<file path="config.mk">
export PLATFORM = sky130hd
export DESIGN_NAME = ro_freq_meter
export DESIGN_NICKNAME = d
export VERILOG_FILES = /design/src/rtl/ro_meas_pkg.sv /design/src/rtl/ro_sync_edge.sv /design/src/rtl/ro_freq_meter.sv
export SDC_FILE = /design/constraint.sdc
export NUM_CORES = 1
export LEC_CHECK = 0
export BUFFER_PORTS_ARGS = -buffer_cell sky130_fd_sc_hd__buf_2
export CAP_MARGIN = 30
export CELL_PAD_IN_SITES_DETAIL_PLACEMENT = 1
export CELL_PAD_IN_SITES_GLOBAL_PLACEMENT = 1
export CORE_MARGIN = 4
export CORE_UTILIZATION = 47
export CTS_CLUSTER_DIAMETER = 150
export DETAILED_ROUTE_END_ITERATION = 10
export HOLD_SLACK_MARGIN = 0.05
export PLACE_DENSITY = 0.83
export SLEW_MARGIN = 25
export SYNTH_ARGS = -nofsm -noshare
export SYNTH_HDL_FRONTEND = slang
export SYNTH_SLANG_ARGS = --single-unit
</file>
<file path="constraint.sdc">
create_clock -name wb_clk_i -period 4.1 [get_ports wb_clk_i]
set_input_delay 0.82 -clock wb_clk_i [delete_from_list [all_inputs] [get_ports wb_clk_i]]
set_output_delay 0.82 -clock wb_clk_i [all_outputs]
set_load 0.005 [all_outputs]
</file>
<file path="src/rtl/ro_meas_pkg.sv">
// Purpose: shared register map, bit positions and FSM encoding for the ring-oscillator frequency meter.
// Latency: none (declarations only).
// Backpressure: not applicable.
package ro_meas_pkg;

  // Register offsets within the 16-byte block.
  localparam logic [3:0] REG_CTRL   = 4'h0;
  localparam logic [3:0] REG_WINDOW = 4'h4;
  localparam logic [3:0] REG_COUNT  = 4'h8;
  localparam logic [3:0] REG_STATUS = 4'hC;

  // CTRL bit positions.
  localparam int CTRL_GO      = 0;
  localparam int CTRL_ABORT   = 1;
  localparam int CTRL_SEL_LSB = 4;

  // STATUS bit positions.
  localparam int ST_BUSY = 0;
  localparam int ST_DONE = 1;
  localparam int ST_OVF  = 2;

  // Shortest settle time that still flushes the synchronizer and edge detector.
  localparam int MIN_SETTLE = 4;

  typedef enum logic [1:0] {
    S_IDLE   = 2'd0,
    S_SETTLE = 2'd1,
    S_COUNT  = 2'd2,
    S_DONE   = 2'd3
  } meas_state_e;

endpackage

</file>
<file path="src/rtl/ro_sync_edge.sv">
// Purpose: 2-flop synchronizer for one asynchronous tap followed by a registered rising-edge pulse.
// Latency: 3 clk_i cycles from input edge to rise_o pulse.
// Backpressure: none; one pulse per synchronized rising edge.
// Ports: clk_i/rst_i clock and sync active-high reset, d_i async tap, rise_o one-cycle edge pulse.
module ro_sync_edge (
  input  logic clk_i,
  input  logic rst_i,
  input  logic d_i,
  output logic rise_o
);

  logic meta_q, sync_q, sync_dly_q, rise_q;

  always_ff @(posedge clk_i) begin
    if (rst_i) begin
      meta_q     <= 1'b0;
      sync_q     <= 1'b0;
      sync_dly_q <= 1'b0;
      rise_q     <= 1'b0;
    end else begin
      meta_q     <= d_i;
      sync_q     <= meta_q;
      sync_dly_q <= sync_q;
      rise_q     <= sync_q & ~sync_dly_q;
    end
  end

  assign rise_o = rise_q;

endmodule

</file>
<file path="src/rtl/ro_freq_meter.sv">
// Purpose: Wishbone frequency meter; counts rising edges of one selected ring-oscillator tap over a gate window.
// Latency: ack/read data 1 cycle after request; irq SETTLE_CYCLES + WINDOW + 2 cycles after the go ack.
// Backpressure: one ack per request, never back-to-back; out-of-block addresses are never acked.
// Ports: wb_* / wbs_* Wishbone slave, ro_in async taps, ro_start oscillator enable, irq = STATUS.done.
module ro_freq_meter
  import ro_meas_pkg::*;
#(
  parameter int          NUM_RO        = 10,
  parameter logic [31:0] BASE_ADDR     = 32'h3000_0000,
  parameter int          SETTLE_CYCLES = 8
) (
  input  logic              wb_clk_i,
  input  logic              wb_rst_i,
  input  logic              wbs_stb_i,
  input  logic              wbs_cyc_i,
  input  logic              wbs_we_i,
  input  logic [3:0]        wbs_sel_i,
  input  logic [31:0]       wbs_adr_i,
  input  logic [31:0]       wbs_dat_i,
  output logic              wbs_ack_o,
  output logic [31:0]       wbs_dat_o,
  input  logic [NUM_RO-1:0] ro_in,
  output logic              ro_start,
  output logic              irq
);

  // Too-short settle values are raised to the minimum that flushes the edge path.
  localparam int          SETTLE_EFF  = (SETTLE_CYCLES < MIN_SETTLE) ? MIN_SETTLE : SETTLE_CYCLES;
  localparam logic [31:0] SETTLE_LOAD = 32'(SETTLE_EFF - 1);

  meas_state_e state_q, state_d;
  logic [31:0] timer_q, timer_d;
  logic [31:0] window_q, run_win_q, cnt_q, count_q, rdata;
  logic [3:0]  sel_q, run_sel_q;
  logic        go_q, abort_q, done_q, ovf_q, ack_q;
  logic [31:0] dat_q;
  logic        req, wr_en, rd_en, go_ok, busy, rise;
  logic [15:0] taps_pad;

  assign req   = wbs_stb_i & wbs_cyc_i & (wbs_adr_i[31:4] == BASE_ADDR[31:4]);
  assign wr_en = req & ~ack_q & wbs_we_i;
  assign rd_en = req & ~ack_q & ~wbs_we_i;
  assign go_ok = go_q & ~abort_q;   // abort in the same write suppresses go
  assign busy  = (state_q != S_IDLE);

  // Mux before the synchronizer; unused upper slots read as constant 0.
  assign taps_pad = 16'(ro_in);

  ro_sync_edge u_sync (
    .clk_i  (wb_clk_i),
    .rst_i  (wb_rst_i),
    .d_i    (taps_pad[run_sel_q]),
    .rise_o (rise)
  );

  always_comb begin
    state_d = state_q;
    timer_d = timer_q;
    case (state_q)
      S_IDLE: begin
        if (go_ok) begin
          if (window_q == '0) begin
            state_d = S_DONE;
          end else begin
            state_d = S_SETTLE;
            timer_d = SETTLE_LOAD;
          end
        end
      end
      S_SETTLE: begin
        if (abort_q) begin
          state_d = S_IDLE;
        end else if (timer_q == '0) begin
          state_d = S_COUNT;
          timer_d = run_win_q - 32'd1;
        end else begin
          timer_d = timer_q - 32'd1;
        end
      end
      S_COUNT: begin
        if (abort_q) begin
          state_d = S_IDLE;
        end else if (timer_q == '0) begin
          state_d = S_DONE;
        end else begin
          timer_d = timer_q - 32'd1;
        end
      end
      default: state_d = S_IDLE;   // S_DONE lasts exactly one cycle
    endcase
  end

  always_comb begin
    rdata = '0;
    case (wbs_adr_i[3:0])
      REG_CTRL:   rdata[CTRL_SEL_LSB +: 4] = sel_q;
      REG_WINDOW: rdata = window_q;
      REG_COUNT:  rdata = count_q;
      REG_STATUS: begin
        rdata[ST_BUSY] = busy;
        rdata[ST_DONE] = done_q;
        rdata[ST_OVF]  = ovf_q;
      end
      default: rdata = '0;
    endcase
  end

  always_ff @(posedge wb_clk_i) begin
    if (wb_rst_i) begin
      state_q   <= S_IDLE;
      timer_q   <= '0;
      window_q  <= '0;
      run_win_q <= '0;
      sel_q     <= '0;
      run_sel_q <= '0;
      cnt_q     <= '0;
      count_q   <= '0;
      go_q      <= 1'b0;
      abort_q   <= 1'b0;
      done_q    <= 1'b0;
      ovf_q     <= 1'b0;
      ack_q     <= 1'b0;
      dat_q     <= '0;
    end else begin
      ack_q   <= req & ~ack_q;
      dat_q   <= rd_en ? rdata : '0;
      state_q <= state_d;
      timer_q <= timer_d;
      // go/abort are one-cycle pulses consumed by the FSM on the following edge.
      go_q    <= 1'b0;
      abort_q <= 1'b0;

      if (wr_en) begin
        case (wbs_adr_i[3:0])
          REG_CTRL: begin
            if (wbs_sel_i[0]) begin
              go_q    <= wbs_dat_i[CTRL_GO];
              abort_q <= wbs_dat_i[CTRL_ABORT];
              sel_q   <= wbs_dat_i[CTRL_SEL_LSB +: 4];
            end
          end
          REG_WINDOW: begin
            for (int b = 0; b < 4; b++) begin
              if (wbs_sel_i[b]) window_q[8*b +: 8] <= wbs_dat_i[8*b +: 8];
            end
          end
          REG_STATUS: begin
            if (wbs_sel_i[0]) begin
              if (wbs_dat_i[ST_DONE]) done_q <= 1'b0;
              if (wbs_dat_i[ST_OVF])  ovf_q  <= 1'b0;
            end
          end
          default: ;
        endcase
      end

      // Start of run: freeze sel/window for this run and clear the accumulator.
      if (state_q == S_IDLE && go_ok) begin
        run_sel_q <= sel_q;
        run_win_q <= window_q;
        cnt_q     <= '0;
        if (window_q != '0) begin
          count_q <= '0;
          ovf_q   <= 1'b0;
        end
      end

      // Saturating edge accumulation; set of ovf is ordered after its clears.
      if (state_q == S_COUNT && !abort_q && rise) begin
        if (&cnt_q) ovf_q <= 1'b1;
        else        cnt_q <= cnt_q + 32'd1;
      end

      // DONE set is ordered after the W1C so a simultaneous clear loses.
      if (state_q == S_DONE) begin
        count_q <= cnt_q;
        done_q  <= 1'b1;
      end
    end
  end

  assign wbs_ack_o = ack_q;
  assign wbs_dat_o = dat_q;
  assign ro_start  = (state_q == S_SETTLE) || (state_q == S_COUNT);
  assign irq       = done_q;

endmodule

</file>
==> results of run 1 <==
[power by group through the flow]
stage                     combinational [mW]  clock (mW)  sequential (mW)
after floorplan                         1.15           0             2.15
after global placement                  1.52           0             2.16
after detailed placement                1.56           0             2.16
after CTS                               1.57        2.24             2.11
after global routing                    1.75        2.33             2.12
final                                   1.60        2.21             2.11
[per-layer routing]
metal | vias to the layer above | GRT usage | routed length (um)
li1 | 4656 | - | -
met3 | 66 | 0.0450 | 1790
met1 | 4735 | 0.335 | 14000
met2 | 271 | 0.456 | 15200
met5 | - | 0 | 21
met4 | 4 | 0.0744 | 919
[cell usage in the layout, fill, tap and decap left out, types with 3 or more instances in the layout]
cell type,instances
dfxtp_1,211
nand2_1,204
a21oi_1,149
nor2_1,124
buf_2,116
o21ai_0,73
nand3_1,56
nor4_1,33
nand3b_1,32
a22oi_1,31
nor3_1,29
clkbuf_16,25
buf_4,19
inv_1,15
nand4_1,15
xnor2_1,14
xor2_1,14
o22ai_1,13
a31oi_1,12
or3_1,10
mux2i_1,10
a32o_1,9
and3_1,8
o211ai_1,7
ha_1,7
and2_1,6
o32ai_1,6
clkinv_2,6
nand2b_1,5
o41ai_1,5
o21ai_1,5
and4_1,5
nor2b_1,5
a32oi_1,5
clkbuf_1,5
nor3b_1,4
or4_1,4
clkbuf_8,3
bufinv_16,3
[worst max-delay path, stage by stage (launching register included)]
cell,delay (ps)
dfxtp_1,480
nand4_1,240
nor4_1,550
nand4_1,330
o21ai_1,470
nor2_1,230
buf_4,270
and3_1,190
a211o_1,220
[state kept, by name (all words and copies together), names as in the netlist, 2 cells and up]
register,cells
run_sel_q,4
state_q,2
wbs_dat_o,32
sel_q,4
timer_q,32
window_q,32
run_win_q,32
cnt_q,32
count_q,32
[cell type report]
cell class                      instances  area share
Multi-Input combinational cell        947       0.460
Sequential cell                       211       0.369
Timing Repair Buffer                  137      0.0659
Clock buffer                           33      0.0599
Tap cell                              270      0.0295
Clock inverter                          9      0.0105
Inverter                               17     0.00557
[worst max path at each step]
stage	start	endpoint	slack, ps	cells after the start
CTS	state_q[0]$_SDFFE_PP0P_	cnt_q[12]$_SDFF_PP0_	1130	10
finish	cnt_q[22]$_SDFF_PP0_	cnt_q[3]$_SDFF_PP0_	1020	8
global route	state_q[0]$_SDFFE_PP0P_	cnt_q[27]$_SDFF_PP0_	890	10
floorplan	wbs_adr_i[4]	window_q[0]$_SDFFE_PP0P_	1590	8
detailed placement	wbs_adr_i[4]	window_q[21]$_SDFFE_PP0P_	790	8
global placement	wbs_adr_i[4]	window_q[22]$_SDFFE_PP0P_	940	8
[logic make-up (layout without fill, tap and decap cells)]
group,count (synthesis),after routing,share of synthesized area
AO/OA/AOI/OAI,335,335,0.201
XOR/XNOR,28,28,0.0247
adder cells (fa/ha/maj),8,8,0.0101
buffers and inverters,100,196,0.0447
flip-flops,211,211,0.426
multiplexers,14,14,0.0169
AND/OR/NAND/NOR,562,562,0.277
[metrics by stage]
step           cells  setup WS (ps)  power [mW]  hold slack (ps)
2_1_floorplan   1258           1590        3.30              367
3_3_place_gp    1579            937        3.68              405
3_5_place_dp    1581            787        3.72              411
4_1_cts         1623           1130        5.92              422
5_1_grt         1624            887        6.19              443
6_report        1624           1020        5.92              416
[cell usage after synthesis, types with 6 or more instances]
| library cell | number |
|---|---|
| dfxtp_1 | 211 |
| nand2_1 | 204 |
| a21oi_1 | 149 |
| nor2_1 | 125 |
| o21ai_0 | 73 |
| nand3_1 | 56 |
| clkbuf_1 | 54 |
| nor4_1 | 33 |
| nand3b_1 | 32 |
| a22oi_1 | 31 |
| nor3_1 | 29 |
| buf_2 | 15 |
| inv_1 | 15 |
| nand4_1 | 15 |
| xnor2_1 | 14 |
| xor2_1 | 14 |
| o22ai_1 | 13 |
| a31oi_1 | 12 |
| mux2i_1 | 10 |
| or3_1 | 10 |
| a32o_1 | 9 |
| and3_1 | 8 |
| ha_1 | 8 |
| o211ai_1 | 7 |
| and2_1 | 6 |
| o32ai_1 | 6 |
==> flow_summary_export.csv, run 1 <==
group,metric,value,unit
sta,fin_crit,3080,ps
hold_path,hold_depth,1,
power_and_ir_drop,p_sw_frac,0.334,
global_routing,grt_pass1_vias,9821,
clocking,clock_path_buffers,3,
power_and_ir_drop,pwr-share-clk,0.373,
detailed_routing,ant_nets,0,
logic_synthesis,yosysSeqAreaShare,0.426,
critical_path,critical_path_class,"flop to flop",
logic_synthesis,ys_warn_count,0,
global_routing,grt_pass1_wl,51.7,mm
sta,worst_pin_slew,928,ps
sta,report.final.slew_viol_count,0,
final_layout,drive_above_1_share,0.148,
placement,gp_congestion,0.855,
clocking,htree_levels,1,
power_and_ir_drop,power_density,517,nW/um^2
final_layout,area_delta_synth_final,15.3,%
logic_synthesis,synth.area.top_cells,"dfxtp_1 43%, nand2_1 7.7%, a21oi_1 7.5%",
floorplan,die_w,153,um
sta,rsz0062_at_grt,"false",
detailed_routing,drt_first_iter_violations,585,
critical_path,r2r.worst_path.cells,8,
global_routing,antenna_found_initial,2,
critical_path,timing.rr.start,"cnt_q[22]$_SDFF_PP0_",
final_layout,multiInputGateArea,5260,um^2
logic_synthesis,synth_ff_type,"dfxtp_1",
final_layout,seq_area,4220,um^2
critical_path,r2r_slack,1020,ps
sta,period_share,0.752,
detailed_routing,avgRoutedWirePerCell,19.7,um
floorplan,fp.dieH,153,um
power_and_ir_drop,p_comb_frac,0.271,
final_layout,antenna_cells,0,
placement,place_area,10600,um^2
critical_path,end_kind,"flop",
final_layout,final_area,11400,um^2
placement,io_buffers,117,
run_status,outcome,"finished, final reports clean",
hold_path,min_from,"u_sync.sync_dly_q$_SDFF_PP0_",
logic_synthesis,synth_edf_count,0,
power_and_ir_drop,power.switching,1.98,mW
power_and_ir_drop,ir_drop,271,uV
sta,clock_skew,16.7,ps
sta,clock.fmax,325,MHz
detailed_routing,avgViaCountPerCell,5.99,
final_layout,fillers,2558,
logic_synthesis,synth.largest_area_cell,"dfxtp_1",
hold_path,holdPathEnd,"u_sync.rise_o$_SDFF_PP0_",
floorplan,dieArea,23500,um^2
final_layout,utilization,0.559,
critical_path,crit_required,4510,ps
critical_path,cp_max_fo,20,
clocking,cts_buffers,24,
detailed_routing,vias,9732,
global_routing,grt-ovfl-total,0,
global_routing,grt_usage,0.262,
global_routing,grt_max_degree,70,
critical_path,worst_setup_path_start_kind,"flop",
sta,finalSetupTns,0,ps
detailed_routing,drc_errors,0,
clocking,post_cts_resized,0,
critical_path,cp.arrival,3490,ps
logic_synthesis,synth-seq-cells,211,
logic_synthesis,ys_types,73,
floorplan,std_cell_rows,52,
detailed_routing,totalWireLength,32.0,mm
clocking,hold_buffers,0,
floorplan,coreArea,20500,um^2
clocking,cts_tree,"done",
sta,final_hold_viol_count,0,
critical_path,r2r_end,"cnt_q[3]$_SDFF_PP0_",
power_and_ir_drop,leakagePower,4.23,nW
hold_path,hp-class,"flop to flop",
logic_synthesis,synth_top_cell_area_share,0.426,
logic_synthesis,async_reset_ff_frac,0,
clocking,cts.clk_slew.worst_paths,60,ps
clocking,clockRootBuffer,"clkbuf_16",
clocking,post_cts_buffers,0,
sta,slew_headroom,0.375,
sta,setup_viol,0,
logic_synthesis,synthCells,1258,
placement,dpl.hpwl,22.2,mm
clocking,clkLatencyLatePin,520,ps
power_and_ir_drop,intPower,3.94,mW
logic_synthesis,syn_area,9930,um^2
flow_run,drv_cap,0,
power_and_ir_drop,seq_power_share,0.357,
clocking,cts.sinks,211,
final_layout,nets,1429,
detailed_routing,dr.pass1.iters,5,
logic_synthesis,syn_nets,1349,
floorplan,initial_core_util,0.484,
logic_synthesis,synth.avg_cell_area,7.89,um^2
floorplan,ios,118,
Power figures use the tool's default switching activity.
==> run 2: changes to the inputs <==
--- a/config.mk
+++ b/config.mk
@@ -10,11 +10,11 @@
 export CELL_PAD_IN_SITES_DETAIL_PLACEMENT = 1
 export CELL_PAD_IN_SITES_GLOBAL_PLACEMENT = 1
 export CORE_MARGIN = 4
-export CORE_UTILIZATION = 47
+export CORE_UTILIZATION = 39
 export CTS_CLUSTER_DIAMETER = 150
 export DETAILED_ROUTE_END_ITERATION = 10
 export HOLD_SLACK_MARGIN = 0.05
-export PLACE_DENSITY = 0.83
+export PLACE_DENSITY = 0.73
 export SLEW_MARGIN = 25
 export SYNTH_ARGS = -nofsm -noshare
 export SYNTH_HDL_FRONTEND = slang
==> constraint.sdc (replaced) <==
create_clock -name wb_clk_i -period 2.8 [get_ports wb_clk_i]
set_input_delay 0.56 -clock wb_clk_i [delete_from_list [all_inputs] [get_ports wb_clk_i]]
set_output_delay 0.56 -clock wb_clk_i [all_outputs]
set_load 0.005 [all_outputs]
==> run 2 against run 1 <==
  * Final cell count rose by 5.7%
  * Count of clock-buffer cells in the layout rose by 3
  * Critical endpoint is now timer_q[28]$_SDFFE_PP0P_
  * Routed wire length rose by 3.2%
  * Combinational power rose by 57%
  * Sequential power rose by 46%
==> flow_summary_export.csv, run 2 (synthesis gave the netlist of run 1 again) <==
group,metric,value,unit
sta,finalSetupTns,0,ps
sta,setup_viol,0,
sta,slew_headroom,0.574,
placement,placed_cells,1675,
floorplan,std_cell_rows,58,
clocking,cts_tree,"done",
final_layout,final_cell_mix,"211 x dfxtp_1, 204 x nand2_1, 149 x a21oi_1, 124 x nor2_1, 116 x buf_2",
sta,period_share,0.923,
flow_run,drv_cap,0,
power_and_ir_drop,p_comb_frac,0.287,
floorplan,initial_core_util,0.395,
power_and_ir_drop,power.switching,2.93,mW
critical_path,worst_setup_path_start_kind,"flop",
critical_path,cp_common_cell,"nor4_1",
final_layout,nets,1462,
hold_path,hold_depth,3,
detailed_routing,dr_wl_met2,15.5,mm
power_and_ir_drop,seq_power_share,0.352,
sta,rsz0062_at_grt,"false",
clocking,clkLatencyLatePin,530,ps
clocking,clock_path_buffers,3,
sta,timing.hold.ws,289,ps
sta,worst_pin_slew,633,ps
clocking,clockRootBuffer,"clkbuf_16",
power_and_ir_drop,pwr-share-clk,0.361,
clocking,cts.clk_slew.worst_paths,60,ps
floorplan,die_w,168,um
global_routing,grt_pass1_vias,10143,
detailed_routing,dr_wl_met3,1.49,mm
hold_path,hp-class,"input pin to flop",
critical_path,crit_required,3210,ps
global_routing,grt-ovfl-total,0,
detailed_routing,drt_first_iter_violations,475,
floorplan,dieArea,28100,um^2
detailed_routing,drc_errors,0,
global_routing,grt_max_degree,134,
detailed_routing,dr.pass1.iters,5,
clocking,htree_levels,1,
final_layout,antenna_cells,0,
global_routing,antenna_found_initial,1,
final_layout,final_common_cell,"dfxtp_1",
detailed_routing,totalWireLength,33.0,mm
critical_path,cp_max_fo,7,
critical_path,critical_path_class,"flop to flop",
placement,io_buffers,117,
clocking,hold_buffers,0,
detailed_routing,drt-met1-wl,15.2,mm
detailed_routing,vias,9774,
power_and_ir_drop,intPower,5.86,mW
placement,dpl.hpwl,23.5,mm
sta,clock_skew,15.6,ps
critical_path,crit_path_cell_trace,"nor4_1 -> nand4_1 -> nor4_1 -> xnor2_1 -> o21ai_0 -> a32o_1",
global_routing,grt_usage,0.230,
critical_path,r2r.worst_path.cells,6,
placement,gp_congestion,0.883,
run_status,outcome,"finished, final reports clean",
power_and_ir_drop,power_density,744,nW/um^2
critical_path,critPathSlowestCell,"nor4_1",
critical_path,end_kind,"flop",
floorplan,fp.dieH,168,um
critical_path,crit_path_max_incr_delay,600,ps
clocking,cts_buffers,24,
power_and_ir_drop,ir_drop,361,uV
floorplan,coreArea,25100,um^2
detailed_routing,avgRoutedWirePerCell,19.2,um
final_layout,area_delta_synth_final,19.1,%
sta,report.final.slew_viol_count,0,
detailed_routing,top_layer_used,"met5",
clocking,post_cts_resized,0,
power_and_ir_drop,p_sw_frac,0.334,
global_routing,grt_pass1_wl,54.0,mm
floorplan,ios,118,
critical_path,cp.arrival,3000,ps
sta,final_hold_viol_count,0,
final_layout,finalNonFillerCells,1716,
power_and_ir_drop,leakagePower,4.40,nW
final_layout,drive_above_1_share,0.169,
clocking,post_cts_buffers,0,
sta,clock.fmax,387,MHz
detailed_routing,ant_nets,0,
sta,fin_crit,2580,ps
clocking,cts.sinks,211,
detailed_routing,avgViaCountPerCell,5.70,
[run 2: cell count changes in the layout (fill, tap and decap cells not counted), sizes merged]
cell,change
buf,+33
bufinv,-1
clkbuf,+3
clkinv,-3
[run 2: through the flow]
stage	setup WS, ps	total power [mW]	instance area (um^2)	utilization
after CTS	160	8.85	11800	0.470
final	215	8.79	11800	0.471
after detailed placement	183	5.65	11000	0.439
after floorplan	548	4.83	9930	-
after global placement	319	5.60	11000	0.439
after global routing	23.4	9.26	11800	0.471
[run 2: worst paths after layout]
check	from	slack, ps	endpoint
min	wbs_dat_i[23]	290	window_q[23]$_SDFFE_PP0P_
max	run_win_q[8]$_SDFFE_PP0P_	220	timer_q[28]$_SDFFE_PP0P_
max reg2reg	run_win_q[8]$_SDFFE_PP0P_	220	timer_q[28]$_SDFFE_PP0P_
min reg2reg	u_sync.sync_dly_q$_SDFF_PP0_	420	u_sync.rise_o$_SDFF_PP0_
[run 2: final cells by class]
class,count,area [um^2]
Clock buffer,36,706
Clock inverter,5,86.3
Fill cell,3143,13300
Inverter,17,63.8
Multi-Input combinational cell,947,5280
Sequential cell,211,4220
Tap cell,330,413
Timing Repair Buffer,170,1050
[run 2: power groups by stage]
stage | registers, mW | logic, mW | clock network [mW]
finish | 3.09 | 2.52 | 3.17
CTS | 3.09 | 2.50 | 3.25
detailed placement | 3.16 | 2.49 | 0
floorplan | 3.15 | 1.69 | 0
global route | 3.10 | 2.78 | 3.37
global placement | 3.16 | 2.44 | 0
[run 2: routing by layer]
layer  global-route usage  vias up
li1                     -     4725
met1                0.308     4771
met2                0.385      220
met3               0.0375       56
met4               0.0674        2
met5                    0        -
[run 2: critical path: cells and delay by family, from the launching register on]
| family | cells | cell delay (ps) |
|---|---|---|
| AOI/OAI and AO/OA | 2 | 350 |
| xor gates and xnor gates | 1 | 220 |
| and+or+nand+nor | 3 | 1530 |
| DFF | 1 | 360 |
==> run 3: changes to the inputs <==
--- a/config.mk
+++ b/config.mk
@@ -15,6 +15,7 @@
 export DETAILED_ROUTE_END_ITERATION = 10
 export HOLD_SLACK_MARGIN = 0.05
 export PLACE_DENSITY = 0.73
+export RECOVER_POWER = 25
 export SLEW_MARGIN = 25
 export SYNTH_ARGS = -nofsm -noshare
 export SYNTH_HDL_FRONTEND = slang
==> run 3 against run 2 <==
  * The run now ends with max-capacitance violations, max-slew violations left
  * Routed wire length shrank 0.19%
  * Non-clock buffer count did not move
  * Combinational power hardly changed
  * Final area fell by 0.44%
  * Hold slack got worse by 0.53 ps
  * Critical path depth unchanged
  * Via count decreased by 0.13%
  * Sequential cell count stayed put
==> flow_summary_export.csv, run 3 (synthesis gave the netlist of run 1 again) <==
group,metric,value,unit
run_status,outcome,"finished, violations left",
run_status,violations,"max-capacitance violations, max-slew violations",
critical_path,critical_path_class,"flop to flop",
detailed_routing,drc_errors,0,
critical_path,crit_path_max_incr_delay,610,ps
floorplan,dieArea,28100,um^2
placement,dpl.hpwl,23.5,mm
final_layout,drive_above_1_share,0.152,
power_and_ir_drop,power_density,747,nW/um^2
floorplan,initial_core_util,0.395,
critical_path,r2r.worst_path.cells,6,
critical_path,critPathSlowestCell,"nor4_1",
critical_path,r2r_end,"timer_q[28]$_SDFFE_PP0P_",
power_and_ir_drop,p_sw_frac,0.334,
floorplan,coreArea,25100,um^2
detailed_routing,totalWireLength,32.9,mm
clocking,post_cts_buffers,0,
placement,place_area,11000,um^2
sta,rsz0062_at_grt,"false",
clocking,cts.clk_slew.worst_paths,60,ps
clocking,clockRootBuffer,"clkbuf_16",
power_and_ir_drop,p_total,8.79,mW
critical_path,crit_buf_inv,0,
detailed_routing,drt_first_iter_violations,473,
clocking,hold_buffers,0,
hold_path,min_from,"wbs_dat_i[23]",
global_routing,busiest_layer,"met2",
hold_path,holdPathEnd,"window_q[23]$_SDFFE_PP0P_",
detailed_routing,ant_nets,0,
critical_path,crit_required,3210,ps
sta,report.final.slew_viol_count,134,
final_layout,antenna_cells,0,
global_routing,grt_pass1_wl,54.0,mm
global_routing,grt.met1_usage,0.308,
clocking,htree_levels,1,
power_and_ir_drop,ir_drop,360,uV
floorplan,std_cell_rows,58,
floorplan,fp.dieH,168,um
power_and_ir_drop,intPower,5.85,mW
detailed_routing,avgViaCountPerCell,5.69,
critical_path,cp.arrival,3010,ps
placement,io_buffers,117,
clocking,cts_tree,"done",
final_layout,multiInputGateArea,5270,um^2
global_routing,use_met3,0.0375,
sta,period_share,0.928,
power_and_ir_drop,p_comb_frac,0.287,
sta,slew_headroom,-0.0311,
global_routing,grt-ovfl-total,0,
critical_path,cp_top_family,"simple AND/OR/NAND/NOR gates",
sta,setup_viol,0,
global_routing,grt_pass1_vias,10143,
sta,clock.fmax,385,MHz
sta,final_hold_viol_count,0,
final_layout,nets,1462,
critical_path,crit_path_cell_trace,"nor4_1 -> nand4_1 -> nor4_1 -> xnor2_1 -> o21ai_0 -> a32o_1",
floorplan,die_w,168,um
clocking,clock_path_buffers,3,
detailed_routing,dr.pass1.iters,5,
final_layout,fillers,3157,
flow_run,drv_cap,1,
global_routing,grt_usage,0.230,
critical_path,worst_setup_path_start_kind,"flop",
final_layout,area_delta_synth_final,18.5,%
global_routing,use_met2,0.385,
final_layout,seq_area,4220,um^2
final_layout,final_area,11800,um^2
critical_path,r2r_slack,200,ps
power_and_ir_drop,leakagePower,4.30,nW
placement,gp_congestion,0.883,
clocking,cts.sinks,211,
global_routing,antenna_found_initial,1,
sta,finalSetupTns,0,ps
hold_path,hp-class,"input pin to flop",
detailed_routing,vias,9761,
critical_path,end_kind,"flop",
critical_path,cp.depth,6,
power_and_ir_drop,seq_power_share,0.352,
detailed_routing,avgRoutedWirePerCell,19.2,um
clocking,post_cts_resized,0,
sta,fin_crit,2600,ps
final_layout,final_cell_mix,"211 x dfxtp_1, 204 x nand2_1, 149 x a21oi_1, 124 x nor2_1, 94 x buf_2",
floorplan,ios,118,
sta,clock_skew,13.4,ps
critical_path,cp_max_fo,7,
hold_path,hold_depth,3,
power_and_ir_drop,pwr-share-clk,0.361,
sta,timing.hold.ws,288,ps
global_routing,grt_max_degree,134,
clocking,cts_buffers,24,
clocking,clkLatencyLatePin,530,ps
critical_path,timing.rr.start,"run_win_q[8]$_SDFFE_PP0P_",
final_layout,final_common_cell,"dfxtp_1",
power_and_ir_drop,power.switching,2.93,mW
sta,worst_pin_slew,1550,ps
critical_path,cp_common_cell,"nor4_1",
run 3: cell types whose count changed in the layout (fill, tap and decap cells not counted), sizes merged:
cell	before	now
clkbuf	36	60
buf	170	146
run 3: worst max-delay path by stage:
| stage | startpoint | to |
|---|---|---|
| 2_1_floorplan | wbs_adr_i[4] | window_q[0]$_SDFFE_PP0P_ |
| 3_3_place_gp | wbs_adr_i[4] | window_q[2]$_SDFFE_PP0P_ |
| 3_5_place_dp | cnt_q[23]$_SDFF_PP0_ | cnt_q[27]$_SDFF_PP0_ |
| 4_1_cts | cnt_q[23]$_SDFF_PP0_ | cnt_q[27]$_SDFF_PP0_ |
| 5_1_grt | run_win_q[8]$_SDFFE_PP0P_ | timer_q[19]$_SDFFE_PP0P_ |
| 6_report | run_win_q[8]$_SDFFE_PP0P_ | timer_q[28]$_SDFFE_PP0P_ |
run 3: final cells by class:
class                      instances  area share
clock buffer                      36      0.0600
clock inverter                     5     0.00734
inverter                          17     0.00542
multi-input combinational        947       0.448
sequential                       211       0.359
tap                              330      0.0351
timing repair buffer             170      0.0852
run 3: metrics by stage:
| step | utilization | worst slack [ps] | std cells |
|---|---|---|---|
| after floorplan | - | 548 | 1258 |
| after global placement | 0.439 | 319 | 1675 |
| final | 0.469 | 202 | 1716 |
| after CTS | 0.470 | 160 | 1716 |
| after global routing | 0.469 | 23.4 | 1716 |
| after detailed placement | 0.439 | 183 | 1675 |
run 3: power groups by stage:
stage / registers (mW) / logic [mW] / clock network [mW]
after floorplan: 3.15 / 1.69 / 0
after global placement: 3.16 / 2.44 / 0
after detailed placement: 3.16 / 2.49 / 0
after CTS: 3.09 / 2.50 / 3.25
after global routing: 3.10 / 2.78 / 3.37
final: 3.09 / 2.52 / 3.17
run 3: worst min-delay path, delay by kind of cell:
kind | cells | cell delay (ps)
simple gates | 1 | 50
compound gates | 1 | 50
buf+inv | 1 | 90
run 3: routing by layer:
| metal | share of wire | vias up |
|---|---|---|
| li1 | - | 4720 |
| met1 | 0.45 | 4751 |
| met2 | 0.47 | 232 |
| met3 | 0.050 | 56 |
| met4 | 0.026 | 2 |
| met5 | 0.00021 | - |
